$ cat config.mk
export PLATFORM = sky130hd
export DESIGN_NAME = atm_pin_keypad
export DESIGN_NICKNAME = d
export VERILOG_FILES = /design/src/rtl/atm_pkg.sv /design/src/rtl/atm_timeout_ctr.sv /design/src/rtl/atm_pin_keypad.sv
export SDC_FILE = /design/constraint.sdc
export NUM_CORES = 1
export LEC_CHECK = 0
export ABC_AREA = 0
export CAP_MARGIN = 20
export CORE_MARGIN = 4
export CORE_UTILIZATION = 49
export DETAILED_ROUTE_END_ITERATION = 6
export PLACE_DENSITY = 0.76
export REMOVE_ABC_BUFFERS = 1
export SYNTH_ARGS = -nofsm -noshare
export SYNTH_HDL_FRONTEND = slang
export SYNTH_SLANG_ARGS = --single-unit
$ cat constraint.sdc
create_clock -name clk -period 2.39 [get_ports clk]
set_input_delay 0.239 -clock clk [delete_from_list [all_inputs] [get_ports clk]]
set_output_delay 0.239 -clock clk [all_outputs]
set_load 0.02 [all_outputs]
$ cat src/rtl/atm_pkg.sv
// rtl/atm_pkg.sv - shared constants and types for the ATM PIN keypad
// Purpose: key-code constants, FSM state enum, default parameter values and
//          a digit-classification helper shared by the keypad top and timer.
// Ports:   none (package)
package atm_pkg;

  localparam int DEF_TIMEOUT_CYCLES = 50000;
  localparam int DEF_MAX_ATTEMPTS   = 3;

  localparam logic [3:0] KEY_DIGIT_MAX = 4'h9;
  localparam logic [3:0] KEY_CLEAR     = 4'hA;
  localparam logic [3:0] KEY_BACKSPACE = 4'hB;
  localparam logic [3:0] KEY_ENTER     = 4'hC;
  localparam logic [3:0] KEY_CANCEL    = 4'hD;

  typedef enum logic [1:0] {
    ST_IDLE    = 2'd0,
    ST_COLLECT = 2'd1,
    ST_READY   = 2'd2,
    ST_LOCKED  = 2'd3
  } state_t;

  function automatic logic is_digit(input logic [3:0] code);
    return code <= KEY_DIGIT_MAX;
  endfunction

endpackage

$ cat src/rtl/atm_timeout_ctr.sv
// rtl/atm_timeout_ctr.sv - saturating inter-key idle timer
// Purpose: counts idle cycles while run=1; clr restarts the count.
// Ports:   clk, rst_n (async active-low), clr, run in; expire out, high for
//          the cycle whose clock edge brings the count to LIMIT-1.
module atm_timeout_ctr #(
  parameter int LIMIT = 50000
) (
  input  logic clk,
  input  logic rst_n,
  input  logic clr,
  input  logic run,
  output logic expire
);

  // expire is flagged one count early so the owner acts on the same edge
  // that the count reaches LIMIT-1.
  localparam logic [15:0] PRE_LIMIT = 16'(LIMIT - 2);

  logic [15:0] cnt;

  always_ff @(posedge clk or negedge rst_n) begin
    if (!rst_n) begin
      cnt <= '0;
    end else if (clr) begin
      cnt <= '0;
    end else if (run && (cnt != 16'hFFFF)) begin
      cnt <= cnt + 16'd1;
    end
  end

  assign expire = run && (cnt == PRE_LIMIT);

endmodule

$ cat src/rtl/atm_pin_keypad.sv
// rtl/atm_pin_keypad.sv - ATM PIN entry keypad controller
// Purpose: collects a 4-digit BCD PIN from key strobes, presents it for a
//          verdict, counts rejected attempts and locks out the card.
// Ports:   clk, rst_n (async active-low); card_inserted, enable, key_valid,
//          key_code[3:0], pin_ok, pin_reject in; pin_input[15:0], pin_ready,
//          digit_count[2:0], key_err/cancel/timeout pulses, card_retain,
//          attempts[1:0] out.
module atm_pin_keypad
  import atm_pkg::*;
#(
  parameter int TIMEOUT_CYCLES = DEF_TIMEOUT_CYCLES,
  parameter int MAX_ATTEMPTS   = DEF_MAX_ATTEMPTS
) (
  input  logic        clk,
  input  logic        rst_n,
  input  logic        card_inserted,
  input  logic        enable,
  input  logic        key_valid,
  input  logic [3:0]  key_code,
  input  logic        pin_ok,
  input  logic        pin_reject,
  output logic [15:0] pin_input,
  output logic        pin_ready,
  output logic [2:0]  digit_count,
  output logic        key_err,
  output logic        cancel,
  output logic        timeout,
  output logic        card_retain,
  output logic [1:0]  attempts
);

  state_t      state, state_nxt;
  logic [15:0] buffer, buffer_nxt;
  logic [2:0]  count, count_nxt;
  logic [1:0]  attempts_nxt;
  logic [2:0]  attempts_inc;
  logic        key_err_nxt, cancel_nxt, timeout_nxt;
  logic        tmr_clr, tmr_run, tmr_expire;

  always_comb begin
    state_nxt    = state;
    buffer_nxt   = buffer;
    count_nxt    = count;
    attempts_nxt = attempts;
    key_err_nxt  = 1'b0;
    cancel_nxt   = 1'b0;
    timeout_nxt  = 1'b0;
    attempts_inc = {1'b0, attempts} + 3'd1;

    case (state)
      ST_IDLE: begin
        if (enable && card_inserted) begin
          state_nxt  = ST_COLLECT;
          buffer_nxt = '0;
          count_nxt  = '0;
        end
      end

      ST_COLLECT: begin
        // Card removal outranks everything, then loss of enable, then keys.
        if (!card_inserted) begin
          state_nxt    = ST_IDLE;
          buffer_nxt   = '0;
          count_nxt    = '0;
          attempts_nxt = '0;
        end else if (!enable) begin
          state_nxt  = ST_IDLE;
          buffer_nxt = '0;
          count_nxt  = '0;
        end else if (key_valid) begin
          if (is_digit(key_code)) begin
            if (count < 3'd4) begin
              buffer_nxt = {buffer[11:0], key_code};
              count_nxt  = count + 3'd1;
            end else begin
              key_err_nxt = 1'b1;
            end
          end else begin
            case (key_code)
              KEY_CLEAR: begin
                buffer_nxt = '0;
                count_nxt  = '0;
              end
              KEY_BACKSPACE: begin
                // Digits are right-aligned, so dropping the last one is a right shift.
                if (count != 3'd0) begin
                  buffer_nxt = {4'h0, buffer[15:4]};
                  count_nxt  = count - 3'd1;
                end
              end
              KEY_ENTER: begin
                if (count == 3'd4) state_nxt = ST_READY;
                else               key_err_nxt = 1'b1;
              end
              KEY_CANCEL: begin
                cancel_nxt = 1'b1;
                state_nxt  = ST_IDLE;
                buffer_nxt = '0;
                count_nxt  = '0;
              end
              default: key_err_nxt = 1'b1;
            endcase
          end
        end else if (tmr_expire) begin
          timeout_nxt = 1'b1;
          state_nxt   = ST_IDLE;
          buffer_nxt  = '0;
          count_nxt   = '0;
        end
      end

      ST_READY: begin
        if (!card_inserted) begin
          state_nxt    = ST_IDLE;
          buffer_nxt   = '0;
          count_nxt    = '0;
          attempts_nxt = '0;
        end else if (pin_reject) begin
          attempts_nxt = attempts_inc[1:0];
          buffer_nxt   = '0;
          count_nxt    = '0;
          state_nxt    = (attempts_inc == 3'(MAX_ATTEMPTS)) ? ST_LOCKED : ST_COLLECT;
        end else if (pin_ok) begin
          state_nxt    = ST_IDLE;
          buffer_nxt   = '0;
          count_nxt    = '0;
          attempts_nxt = '0;
        end
      end

      ST_LOCKED: begin
        if (!card_inserted) begin
          state_nxt    = ST_IDLE;
          attempts_nxt = '0;
        end
      end

      default: state_nxt = ST_IDLE;
    endcase
  end

  // Timer runs only while collecting; it restarts on entry and on any key.
  assign tmr_run = (state == ST_COLLECT);
  assign tmr_clr = ((state != ST_COLLECT) && (state_nxt == ST_COLLECT)) ||
                   ((state == ST_COLLECT) && key_valid);

  atm_timeout_ctr #(
    .LIMIT(TIMEOUT_CYCLES)
  ) u_timeout_ctr (
    .clk   (clk),
    .rst_n (rst_n),
    .clr   (tmr_clr),
    .run   (tmr_run),
    .expire(tmr_expire)
  );

  always_ff @(posedge clk or negedge rst_n) begin
    if (!rst_n) begin
      state    <= ST_IDLE;
      buffer   <= '0;
      count    <= '0;
      attempts <= '0;
      key_err  <= 1'b0;
      cancel   <= 1'b0;
      timeout  <= 1'b0;
    end else begin
      state    <= state_nxt;
      buffer   <= buffer_nxt;
      count    <= count_nxt;
      attempts <= attempts_nxt;
      key_err  <= key_err_nxt;
      cancel   <= cancel_nxt;
      timeout  <= timeout_nxt;
    end
  end

  assign pin_input   = (state == ST_READY) ? buffer : 16'h0000;
  assign pin_ready   = (state == ST_READY);
  assign card_retain = (state == ST_LOCKED);
  assign digit_count = count;

endmodule

Yosys cells after proc, flatten, opt, wreduce, memory -nomap -nowiden:

Index checks and enable logic that the tools add are counted.

* flip-flop bits (word level): 42
* bits of input ports: 11
* output and inout port bits: 26
* logic and storage cells: 117

* add/subtract/negate cells: 4
* magnitude comparators: 2
* equal/unequal tests: 20
* mux-type cells: 67
* reductions and logical operators: 16

Operator list (count)
* two-way mux 16 bit: 14
* one-hot mux 16 bit (3 select lines): 1
* two-way mux 3 bit: 11
* two-way mux 2 bit: 16
* one-hot mux 16 bit (2 select lines): 1
* two-way mux 1 bit: 18
* adder 16 x 1 -> 16 bit (second input constant): 1
* == test 16 bit (second input constant): 1
* == test 4 bit (second input constant): 4
* inequality test 16 bit (second input constant): 1
* inequality test 7 bit (second input constant): 2
* one-hot mux 3 bit (3 select lines): 1
* one-hot mux 2 bit (2 select lines): 2
* one-hot mux 2 bit (4 select lines): 1
* AND reduction 7 bit: 1
* inequality test 6 bit (second input constant): 1
* one-hot mux 3 bit (2 select lines): 1
* nonzero test 3 bit: 2
* logical AND 1 bit: 5
* inequality test 5 bit (second input constant): 1
* == test 2 x 1 -> 1 bit (second input constant): 2
* == test 2 bit (second input constant): 2
* <= comparator 4 bit (second input constant): 1
* inequality test 2 bit (second input constant): 2
* other kinds (15): 17

Longest topological paths before layout:

Gate-level depths: netlist of the first run.

* word-level depth: 12
* mapped depth: 10
* gate-level depth less buffers: 7

Cells and area by module:

A second synthesis of the first run with hierarchy kept.

* cell total of the unflattened synthesis: 299
* area total of the unflattened synthesis: 2813.9 um2

Modules (own cells, without submodules)
* atm_pin_keypad: times used 1, cells each 197, area each 1819.2 um2, seq. area each 650.6 um2
* atm_timeout_ctr: times used 1, cells each 102, area each 994.7 um2, seq. area each 400.4 um2

Least setup slack after synthesis of the first run:

Ideal clock, no wire load.

* path kind: reg2reg
* start point: reg u_timeout_ctr.cnt[4]
* end point: reg buffer[10]
* setup time: 0.125 ns
* data arrival time: 2.254 ns
* required time: 2.265 ns
* slack: 0.011 ns
* stages on the path, launching flop included: 8
* path buffers: 2
* clock period less this slack: 2.379 ns
* path through: dfrtp_1 > or4b_1 > or4_4 > o211ai_2 > and2_4 > buf_12 > buf_12 > mux2_4

* word-level cells in the longest chain between the ends: 4

Ends and longest elaborated chain
* start, declared: RTL line atm_timeout_ctr.sv:19 `logic [15:0] cnt;`
* start signal, assigned: RTL line atm_timeout_ctr.sv:27 `cnt <= cnt + 16'd1;`
* == test 16 bit: RTL line atm_timeout_ctr.sv:31 `assign expire = run && (cnt == PRE_LIMIT);`
* logical AND 1 bit: RTL line atm_timeout_ctr.sv:31
* inequality test 5 bit (no line)
* AND reduction 7 bit (no line)
* end signal, assigned: RTL line atm_pin_keypad.sv:168 `buffer <= buffer_nxt;`
* end, declared: RTL line atm_pin_keypad.sv:33 `logic [15:0] buffer, buffer_nxt;`

No other way between the ends.
A chain may end at the register's enable or synchronous reset.

Final worst setup path of the first run:

* start point: reg u_timeout_ctr.cnt[7]
* end point: reg buffer[8]

The elaborated chain is that of the path after synthesis.

==> results of run 1 <==
==> flip-flops by register name, indices dropped and copies added, names as in the netlist <==
register,count
digit_count,3
buffer,16
timeout,1
key_err,1
state,2
cancel,1
attempts,2
u_timeout_ctr.cnt,16
==> per-layer routing <==
layer | vias to the layer above | GRT usage, % | wire [um]
met4 | 0 | 5.743 | 62
li1 | 1141 | - | -
met2 | 58 | 32.10 | 2718
met5 | - | 0 | 0
met1 | 1073 | 25.79 | 2686
met3 | 7 | 3.769 | 260
==> power groups by stage <==
stage	Combinational [mW]	Clock (mW)	Sequential, mW
finish	0.692	0.426	0.802
global route	0.779	0.475	0.809
CTS	0.694	0.443	0.802
detailed placement	0.692	0	0.817
global placement	0.678	0	0.815
floorplan	0.394	0	0.825
==> worst max-delay path: cells and delay by family, from the launching register on <==
| kind | cells | cell delay (ns) |
|---|---|---|
| AOI/OAI and AO/OA | 1 | 0.09 |
| and+or+nand+nor | 3 | 1.34 |
| DFF | 1 | 0.39 |
| muxes | 1 | 0.36 |
==> stage by stage <==
stage                     area [um2]  util [%]  TNS, ns
after global routing            3239     63.02        0
final                           3239     63.02        0
after global placement          3161     61.49   -1.671
after CTS                       3237     62.97        0
after detailed placement        3161     61.49   -2.506
after floorplan                 2537         -   -2.584
==> how the worst min path moves through the flow <==
stage | endpoint | cells past startpoint | slack (ns) | startpoint
floorplan | attempts[0]$_DFFE_PN0P_ | 0 | -0.06 | rst_n
global placement | attempts[1]$_DFFE_PN0P_ | 1 | 0.42 | rst_n
detailed placement | attempts[1]$_DFFE_PN0P_ | 1 | 0.44 | rst_n
CTS | attempts[1]$_DFFE_PN0P_ | 1 | 0.12 | rst_n
global route | attempts[0]$_DFFE_PN0P_ | 1 | 0.15 | rst_n
finish | attempts[1]$_DFFE_PN0P_ | 1 | 0.09 | rst_n
==> cell type report <==
type	count	area [um2]
multi-input combinational	227	1429
fill	473	1901
sequential	42	1051
timing repair buffer	60	535.5
tap	70	87.58
clock buffer	7	76.32
inverter	16	60.06
==> cells in the mapped netlist (all sizes together) <==
cell and count:
mux2i 6, or3 1, dfrtp 42, and3 1, a21o 1, o21a 1, nor2 30, nor4b 1
nor4 3, buf 2, o41ai 1, xor2 2, o22ai 2, or4 3, nor3b 4, and2 18
nand2b 4, a311oi 1, and4b 1, or4b 1, nor3 11, inv 16, xnor2 13, a21oi 15
o31ai 1, a221oi 1, nand4b 2, a2111oi 1, nand2 41, a221o 1, mux2 11, a311o 1
nand3 10, o211ai 2, ha 10, nand4 8, o21ai 13, nor2b 1, a22oi 1, or2 1
clkbuf 11, a31oi 2
==> kinds of logic (layout without fill, tap and decap cells) <==
kind of cell	Yosys count	in the layout	share of synthesized area (%)
compound gates	44	44	10.32
xor+xnor	15	15	5.017
fa+ha+maj	10	10	4.778
buf+inv	29	83	5.399
flops	42	42	40.13
mux	17	17	7.310
simple gates	141	141	27.04
==> results.ini, run 1 <==
[grt]
overflow = 0
grt_pass1_vias = 2207
antenna_found_initial = 0
grt_max_degree = 43
gr-usage-all-layers_pct = 19.41
grt_pass1_wl_um = 10020

[pwr]
power_density_nw_per_um2 = 592.6
power_mw = 1.920
internal-power_mw = 1.260
cellLeakagePower_nw = 1.343
vdd_drop_max_uv = 386.9
seqPwrFrac_pct = 41.8
power.clock.fraction_pct = 22.2
swShare_pct = 34.38
pwr-share-comb_pct = 36.0
netSwitchingPower_mw = 0.6599

[clocking]
hold_buffers = 0
cts_root_buf = clkbuf_8
cts_max_path_buffers = 2
cts_sinks = 42
cts_setup_buffers = 0
clkTransAtPathRegs_ns = 0.08
post_cts_resized = 0
cts_buffers = 5
cts_tree = done
htreeDepth = 2
clock_latency_ns = 0.29

[routing]
wl_um = 5727
vias_per_cell = 5.400
vias = 2279
first_pass_iters = 4
avgRoutedWirePerCell_um = 13.57
postRouteAntennaNets = 0
dr.first_iter.drc_count = 174
route.detailed.drc = 0

[floorplanning]
fp.dieW_um = 81.11
core_area_um2 = 5140
start_util_pct = 50.95
design.die.area_um2 = 6578
io_pins = 37
row_count = 26
die_y_um = 81.11

[timing]
tightest_slew_ns = 0.9323
fin_crit_ns = 2.303
clock_skew_ns = 0.006979
setup_viol = 0
whs_ns = 0.08506
rsz0062_at_grt = no
slew_violations = 0
setup_slack_ns = 0.08733
final_hold_viol_count = 0
fmaxAchievable_ghz = 0.4343
relSlewSlack_pct = 37.85
layout_worst_path_cycle_share_pct = 96.35

[run]
drv_cap = 0

[setup_path]
endpoint = buffer[8]$_DFFE_PN0P_
crit_path_start_kind = flip-flop
path_cells = or4b_1, or4_4, o211ai_2, and2_4, mux2_2
rrSetupSlack_ns = 0.09
rr_startpoint = u_timeout_ctr.cnt[7]$_DFFE_PN0P_
slowest_stage = or4_4
reg2reg_depth = 5
cpPeakStageDelay_ns = 0.53
crit_fanout = 14
required_ns = 2.56
reg2reg_to = buffer[8]$_DFFE_PN0P_
worst_ep_arrival_time_ns = 2.47
critPathLaunch = u_timeout_ctr.cnt[7]$_DFFE_PN0P_
cp-end-kind = flip-flop
critical_path_class = flip-flop to flip-flop

[finish]
stdcell_count = 422
n_antenna_cell = 0
final_cell_mix = 42 x dfrtp_1, 41 x nand2_1, 35 x clkdlybuf4s50_1
mostFrequentLayoutCell = dfrtp_1
syn2layout_area_growth_pct = 23.70
final_layout_size_suffix_gt1_share_pct = 12.50
nNetsFinal = 373

[worst_hold_path]
hp-class = input port to async pin

[run_status]
status = finished, final reports clean

[place]
place_congestion = 0.8657
dp_cells = 415
port_buffers = 36
dp_hpwl_um = 4325
pre_cts_ws_ns = -0.1806

[synthesis]
yosysWarnings = 0
yosysSeqAreaShare_pct = 40.13
synth.avg_cell_area_um2 = 8.788
synth.distinct_cells = 48
synth_top_area_share_pct = 40.13
synthCells = 298
synth_seq_cells = 42
ys_top_cells_by_area = dfrtp_1 40%, nand2_1 5.9%, ha_1 4.8%
yosysTopAreaCell = dfrtp_1
syn_area_um2 = 2619

Power figures use the tool's default switching activity.
==> inputs of run 2 (changes only) <==
Settings changed: CORE_ASPECT_RATIO from default to 1.1.
==> run 2 against run 1 <==
Via count is essentially flat. Largest cell class unchanged. Flip-flop and latch count is the same. Global-route usage shrank 1.1 points. Critical endpoint is now buffer[1]$_DFFE_PN0P_. Clock skew shrank 0.00097 ns. Cell count grew 1.2%. Hold slack gained 0.0033 ns. Wire length grew 3.8%. Critical path depth grew 2. First-iteration DRC count grew 43%. Cell area grew 0.97%. Maximum frequency grew 1.8%.
==> results.ini, run 2 (synthesis results as in run 1) <==
[finish]
fillers = 433
mostFrequentLayoutCell = dfrtp_1
syn2layout_area_growth_pct = 24.89
nNetsFinal = 375
stdcell_count = 427
final_cell_mix = 42 x dfrtp_1, 41 x nand2_1, 35 x clkdlybuf4s50_1
final_layout_size_suffix_gt1_share_pct = 13.24
n_antenna_cell = 0

[floorplanning]
fp.dieW_um = 77.71
start_util_pct = 51.34
row_count = 27
io_pins = 37
core_area_um2 = 5101
design.die.area_um2 = 6580
die_y_um = 84.68

[setup_path]
cpPeakStageDelay_ns = 0.45
worst-path-stages = 7
path_cells = inv_1, ha_1, nor2_1, a221o_1, a21oi_1, and2_4, mux2_2
worst_ep_arrival_time_ns = 2.45
reg2reg_depth = 7
crit_buf_inv = 1
crit_fanout = 9
crit_path_start_kind = flip-flop
slowest_stage = dfrtp_1
required_ns = 2.58
crit_family = compound AO/OA/AOI/OAI gates
cp-end-kind = flip-flop
critical_path_class = flip-flop to flip-flop

[routing]
route.detailed.drc = 0
postRouteAntennaNets = 0
avgRoutedWirePerCell_um = 13.93
wl_um = 5947
dr.first_iter.drc_count = 248
first_pass_iters = 5
vias_per_cell = 5.340
vias = 2280

[clocking]
cts_max_path_buffers = 2
htreeDepth = 2
cts_tree = done
cts_buffers = 5
cts_root_buf = clkbuf_8
clock_latency_ns = 0.29
clkTransAtPathRegs_ns = 0.08
hold_buffers = 0
cts_sinks = 42

[place]
port_buffers = 36
dp_cells = 418
place_congestion = 0.8707
dp_hpwl_um = 4317

[grt]
antenna_found_initial = 0
overflow = 0
gr-usage-all-layers_pct = 18.35
grt_pass1_vias = 2162
grt_pass1_wl_um = 9804
grt_max_degree = 43

[pwr]
vdd_drop_max_uv = 391.9
power_density_nw_per_um2 = 612.5
cellLeakagePower_nw = 1.364
power_mw = 2.003

[run]
drv_cap = 0

[timing]
setup_viol = 0
final_hold_viol_count = 0
relSlewSlack_pct = 37.72
fmaxAchievable_ghz = 0.4422
fin_crit_ns = 2.261
setup_tns_ns = 0
rsz0062_at_grt = no
whs_ns = 0.08835
tightest_slew_ns = 0.9342
clock_skew_ns = 0.006006
layout_worst_path_cycle_share_pct = 94.62
slew_violations = 0

[run_status]
status = finished, final reports clean

[worst_hold_path]
hp-class = input port to async pin

## run 2: cell types whose count changed in the layout (fill, tap and decap cells not counted)
cell,delta
clkbuf_1,-1
ha_1,+1
clkbuf_8,+1
ha_2,-1
clkinv_2,+1
and2_4,+1
buf_4,+1
## run 2: routing by layer
metal	global-route usage (%)	vias up	routed length, um
met5	0	-	0
met4	5.340	0	96
met3	3.863	9	332
met2	30.61	71	2823
met1	23.88	1060	2694
li1	-	1140	-
## run 2: layout make-up
class                           count  area [um2]  share of cell area (%)
Clock buffer                        7       86.33                   2.640
Inverter                           16       60.06                   1.836
Clock inverter                      1       5.005                  0.1530
Tap cell                           72       90.09                   2.754
Timing Repair Buffer               61       543.0                   16.60
Sequential cell                    42        1051                   32.13
Multi-Input combinational cell    228        1435                   43.88
## run 2: report_power, final
group | leakage (nW) | switching [mW] | total [mW] | internal (mW)
combinational | 0.733 | 0.404 | 0.725 | 0.322
clock | 0.0482 | 0.242 | 0.475 | 0.233
sequential | 0.582 | 0.0477 | 0.803 | 0.755
total | 1.36 | 0.694 | 2.00 | 1.31
## run 2: stage by stage
stage	setup slack (ns)	cell area (um2)	util, %
2_1_floorplan	-0.1615	2537	-
3_3_place_gp	-0.1483	3171	62.15
3_5_place_dp	-0.1804	3171	62.15
4_1_cts	0.07433	3262	63.94
5_1_grt	0.04346	3271	64.12
6_report	0.1286	3271	64.12
## run 2: worst paths after layout
check,start,endpoint,slack (ns)
worst min-delay path,rst_n,buffer[10]$_DFFE_PN0P_,0.09
min in group clk,attempts[0]$_DFFE_PN0P_,attempts[0]$_DFFE_PN0P_,0.51
worst max register to register,state[1]$_DFF_PN0_,buffer[1]$_DFFE_PN0P_,0.13
max in group asynchronous,rst_n,u_timeout_ctr.cnt[7]$_DFFE_PN0P_,1.73
worst min register to register,attempts[0]$_DFFE_PN0P_,attempts[0]$_DFFE_PN0P_,0.51
worst max-delay path,state[1]$_DFF_PN0_,buffer[1]$_DFFE_PN0P_,0.13
## run 2: timing repair
action,CTS,global route
buffers inserted,0,0
setup endpoints to repair,0,9
resized for setup,0,1
==> RTL change 1, RTL diff (config.mk and constraints of run 1) <==
The package constant `DEF_TIMEOUT_CYCLES` goes from 50000 to 25000.
--- a/src/rtl/atm_pkg.sv
+++ b/src/rtl/atm_pkg.sv
@@ -5,5 +5,5 @@
 package atm_pkg;
 
-  localparam int DEF_TIMEOUT_CYCLES = 50000;
+  localparam int DEF_TIMEOUT_CYCLES = 25000;
   localparam int DEF_MAX_ATTEMPTS   = 3;
 
Formal check against the unedited RTL: same outputs for any inputs over 4 cycles, from zero or initial values and one cycle with rst_n low; that may be too few to reach the edited logic, so the function may still have changed.
==> RTL change 1 against run 1 <==
- power is 32% higher
- clock power is 30% higher
- routed wire length is 6.6% higher
- worst setup slack better by 0.088 ns
- area after synthesis is 4.6% higher
- first-iteration DRC count is 3.4% lower
- final area is 4.7% higher
- sequential cell count stayed put
- largest cell class unchanged
- largest power group is now combinational logic
==> RTL change 1: results <==
group,metric,value,unit
synth,synth_ff_type,"dfrtp_1",
placed_design,placedInstanceArea,3283,µm²
placed_design,dp_hpwl,4448,µm
detailed_routing,first_pass_iters,7,
placed_design,io_buffers,36,
timing,skew,0.009796,ns
detailed_routing,vias,2338,
grt,antenna_found_initial,0,
synth,syn-mean-instance-area,9.130,µm²
outcome,status,"finished, final reports clean",
setup_path,reg2reg_from,"u_timeout_ctr.cnt[15]",
setup_path,critPathMaxStageDelay,0.56,ns
detailed_routing,first_iter_violations,168,
finish,layout.nets,370,
setup_path,crit_type,"reg2reg",
detailed_routing,ant_nets,0,
flow_run,cap_viol_max_count,0,
setup_path,cp-endpoint,"buffer[3]",
pwr,vdd_drop_max,0.5927,mV
pwr,swShare,37.37,%
pwr,p_leak,1.439,nW
detailed_routing,via_per_inst,5.567,
detailed_routing,top_layer_used,"met4",
grt,grt_usage,19.99,%
setup_path,arrival,2.39,ns
synth,ys_top_cells_by_count,"nand2_1, dfrtp_1, nor2_1, a21oi_1, and2_1",
detailed_routing,wl_met2,2970,µm
clocking,cts_buffer_depth,2,
grt,grt_pass1_wl,10540,µm
finish,diodes,0,
timing,whs,0.08572,ns
clocking,cts_buffers,5,
timing,worstMarginPinSlew,0.9437,ns
detailed_routing,routed_wl,6106,µm
synth,synthArstFlopShare,100.0,%
finish,fillers,451,
clocking,post_cts_resized,0,
setup_path,critPathMaxFanout,19,
setup_path,slowest_stage,"or4bb_1",
synth,yosys-top-cells-area,"dfrtp_1, nand2_1, ha_1",
setup_path,ff2ff_path_depth,6,
detailed_routing,dr_wl_met3,387,µm
finish,drive_above_1_share,15.43,%
timing,finalHoldViolCount,0,
clocking,post_cts_buffers,0,
min_path,worstHoldPathType,"in2async",
clocking,htreeDepth,2,
detailed_routing,m1WireLength,2672,µm
clocking,cts.clk_slew.worst_paths,0.09,ns
synth,synth.distinct_cells,58,
placed_design,gp_congestion,0.8325,
synth,synth_warnings,0,
setup_path,critical_path.top_delay_family,"simple AND/OR/NAND/NOR gates",
setup_path,reg2reg_slack,0.18,ns
synth,yosysSeqAreaShare,38.37,%
placed_design,dp.cells,412,
grt,grt_max_degree,43,
## RTL change 1: cell count changes after synthesis, moves of 3 or more
cell     before  now
nor2_1       30   20
nand2_1      41   49
nor3_1       11    5
o21ai_0      12    7
xnor2_1      13    8
a21oi_1      15   18
and3_1        1    4
and4_1        0    3
inv_1        16   13
## RTL change 1: logic make-up after synthesis
family                   synth area share (%)
AO/OA/AOI/OAI                           11.60
XOR/XNOR                                3.837
buffers and inverters                   5.025
multiplexers                            8.452
flip-flops                              38.37
AND/OR/NAND/NOR                         28.14
adder cells (fa/ha/maj)                 4.568
## RTL change 1: power by group through the flow
stage | logic (mW) | clock network (mW) | registers, mW
floorplan | 0.670 | 0 | 0.884
global placement | 1.12 | 0 | 0.857
detailed placement | 1.13 | 0 | 0.861
CTS | 1.14 | 0.572 | 0.847
global route | 1.25 | 0.607 | 0.860
finish | 1.13 | 0.555 | 0.847
## RTL change 1: metal layers
layer  GRT usage [%]  up-vias
met1           25.85     1106
met3           3.145       10
met5               0        -
met2           34.54       78
met4           5.556        0
li1                -     1144
## RTL change 1: cell type report
cell class | instances | area (µm²) | area share [%]
flip-flops and latches | 42 | 1051 | 30.98
inverters | 13 | 48.80 | 1.439
multi-input cells | 229 | 1550 | 45.70
clock inverters | 3 | 40.04 | 1.180
clock buffers | 5 | 68.82 | 2.029
repair buffers | 58 | 545.5 | 16.08
well taps | 70 | 87.58 | 2.582
## RTL change 1: metrics by stage
| step | worst slack, ns | setup TNS [ns] |
|---|---|---|
| floorplan | -0.05063 | -0.6397 |
| global placement | 0.2307 | 0 |
| detailed placement | 0.1766 | 0 |
| CTS | 0.1701 | 0 |
| global route | 0.05925 | 0 |
| finish | 0.1756 | 0 |
==> RTL change 2, RTL diff (settings of run 1) <==
Without the edit above. Remove the register `key_err`: a continuous assignment takes its place, so the output `key_err` follows one clock earlier.
--- a/src/rtl/atm_pin_keypad.sv
+++ b/src/rtl/atm_pin_keypad.sv
@@ -161,5 +161,4 @@
       count    <= '0;
       attempts <= '0;
-      key_err  <= 1'b0;
       cancel   <= 1'b0;
       timeout  <= 1'b0;
@@ -169,9 +168,10 @@
       count    <= count_nxt;
       attempts <= attempts_nxt;
-      key_err  <= key_err_nxt;
       cancel   <= cancel_nxt;
       timeout  <= timeout_nxt;
     end
   end
+
+  assign key_err = key_err_nxt;
 
   assign pin_input   = (state == ST_READY) ? buffer : 16'h0000;
Check against the original RTL: not equivalent (a bounded check fails within 4 cycles, from zero or initial values and one cycle with rst_n low).
==> RTL change 2 against run 1 <==
- routed wire length is 1.4% higher
- final area is 0.39% higher
- global-route usage is 0.37 points lower
- sequential share of layout area is 0.89 points lower
- worst setup slack better by 0.070 ns
- worst hold slack worse by 0.013 ns
- area after synthesis is 2.6% higher
- power is 4.7% higher
- sequential cell count is 1 lower
- critical endpoint is now buffer[4]
- largest cell class unchanged
- largest power group unchanged
- highest routed layer unchanged
==> RTL change 2: results <==
group,metric,value,unit
grt,grt_pass1_vias,2175,
timing,post-route-min-period,2.233,ns
grt,grt_usage,19.04,%
setup_path,critPathMaxFanout,16,
synth,synthMuxAreaShare,6.052,%
synth,synthAdderAreaFrac,4.655,%
outcome,status,"finished, final reports clean",
synth,ys_top_cells_by_count,"dfrtp_1, nand2_1, nor2_1, and2_1, a21oi_1",
detailed_routing,first_iter_violations,199,
pwr,p_leak,1.368,nW
setup_path,cp-endpoint,"buffer[4]",
detailed_routing,routed_wl,5806,µm
synth,synth-xor-area-share,4.562,%
clocking,post_cts_resized,1,
synth,yosys-top-cells-area,"dfrtp_1, ha_1, xnor2_1",
detailed_routing,drt-wirelength-per-cell,14.30,µm
setup_path,reg2reg_from,"state[0]",
placed_design,post-place-ws,0.1869,ns
synth,synth.distinct_cells,51,
grt,grt_pass1_wl,10030,µm
synth,synth_compound_area_share,11.87,%
setup_path,critPathMaxStageDelay,0.49,ns
setup_path,arrival,2.40,ns
timing,worstMarginPinSlew,0.9108,ns
grt,grt_max_degree,42,
placed_design,placedInstanceArea,3152,µm²
pwr,vdd_drop_max,0.3961,mV
finish,layout.nets,356,
setup_path,startpoint,"state[0]",
synth,netlist_instances,291,
[RTL change 2: area by class of cell]
class                      count  area, µm²
sequential                    41       1026
clock inverter                 1      5.005
tap                           70      87.58
inverter                      10      37.54
timing repair buffer          52      474.2
clock buffer                   7      96.34
fill                         432       1953
multi-input combinational    225       1525
[RTL change 2: worst min-delay path by stage]
stage / startpoint / to / slack, ns / cells past startpoint
floorplan: rst_n / attempts[0] / -0.06 / 0
global placement: rst_n / attempts[0] / 0.42 / 1
detailed placement: rst_n / attempts[1] / 0.43 / 1
CTS: rst_n / attempts[0] / 0.11 / 1
global route: rst_n / attempts[0] / 0.15 / 1
finish: rst_n / attempts[1] / 0.07 / 1
[RTL change 2: routing by layer]
layer / GRT usage (%) / part of all wire, % / vias up
li1: - / - / 1117
met1: 25.84 / 47 / 1084
met2: 30.29 / 48 / 47
met3: 3.618 / 4.7 / 5
met4: 6.645 / 0.86 / 0
met5: 0 / 0 / -
[RTL change 2: worst register-to-register path, delay by kind of cell, from the launching register on]
| kind | cells | cell delay (ns) |
|---|---|---|
| muxes | 1 | 0.38 |
| DFF | 1 | 0.42 |
| and+or+nand+nor | 2 | 0.71 |
| adders and majority gates | 1 | 0.19 |
| buffers and inverters | 1 | 0.12 |
| AOI/OAI and AO/OA | 1 | 0.30 |
[RTL change 2: cell families after synthesis]
group / count (synthesis)
compound gates: 46
fa+ha+maj: 10
simple gates: 142
mux: 13
xor+xnor: 14
flops: 41
buf+inv: 25
[RTL change 2: power by group]
part	internal, mW	total [mW]	switching, mW
sequential	0.763	0.836	0.0734
combinational	0.276	0.676	0.400
clock	0.261	0.499	0.237
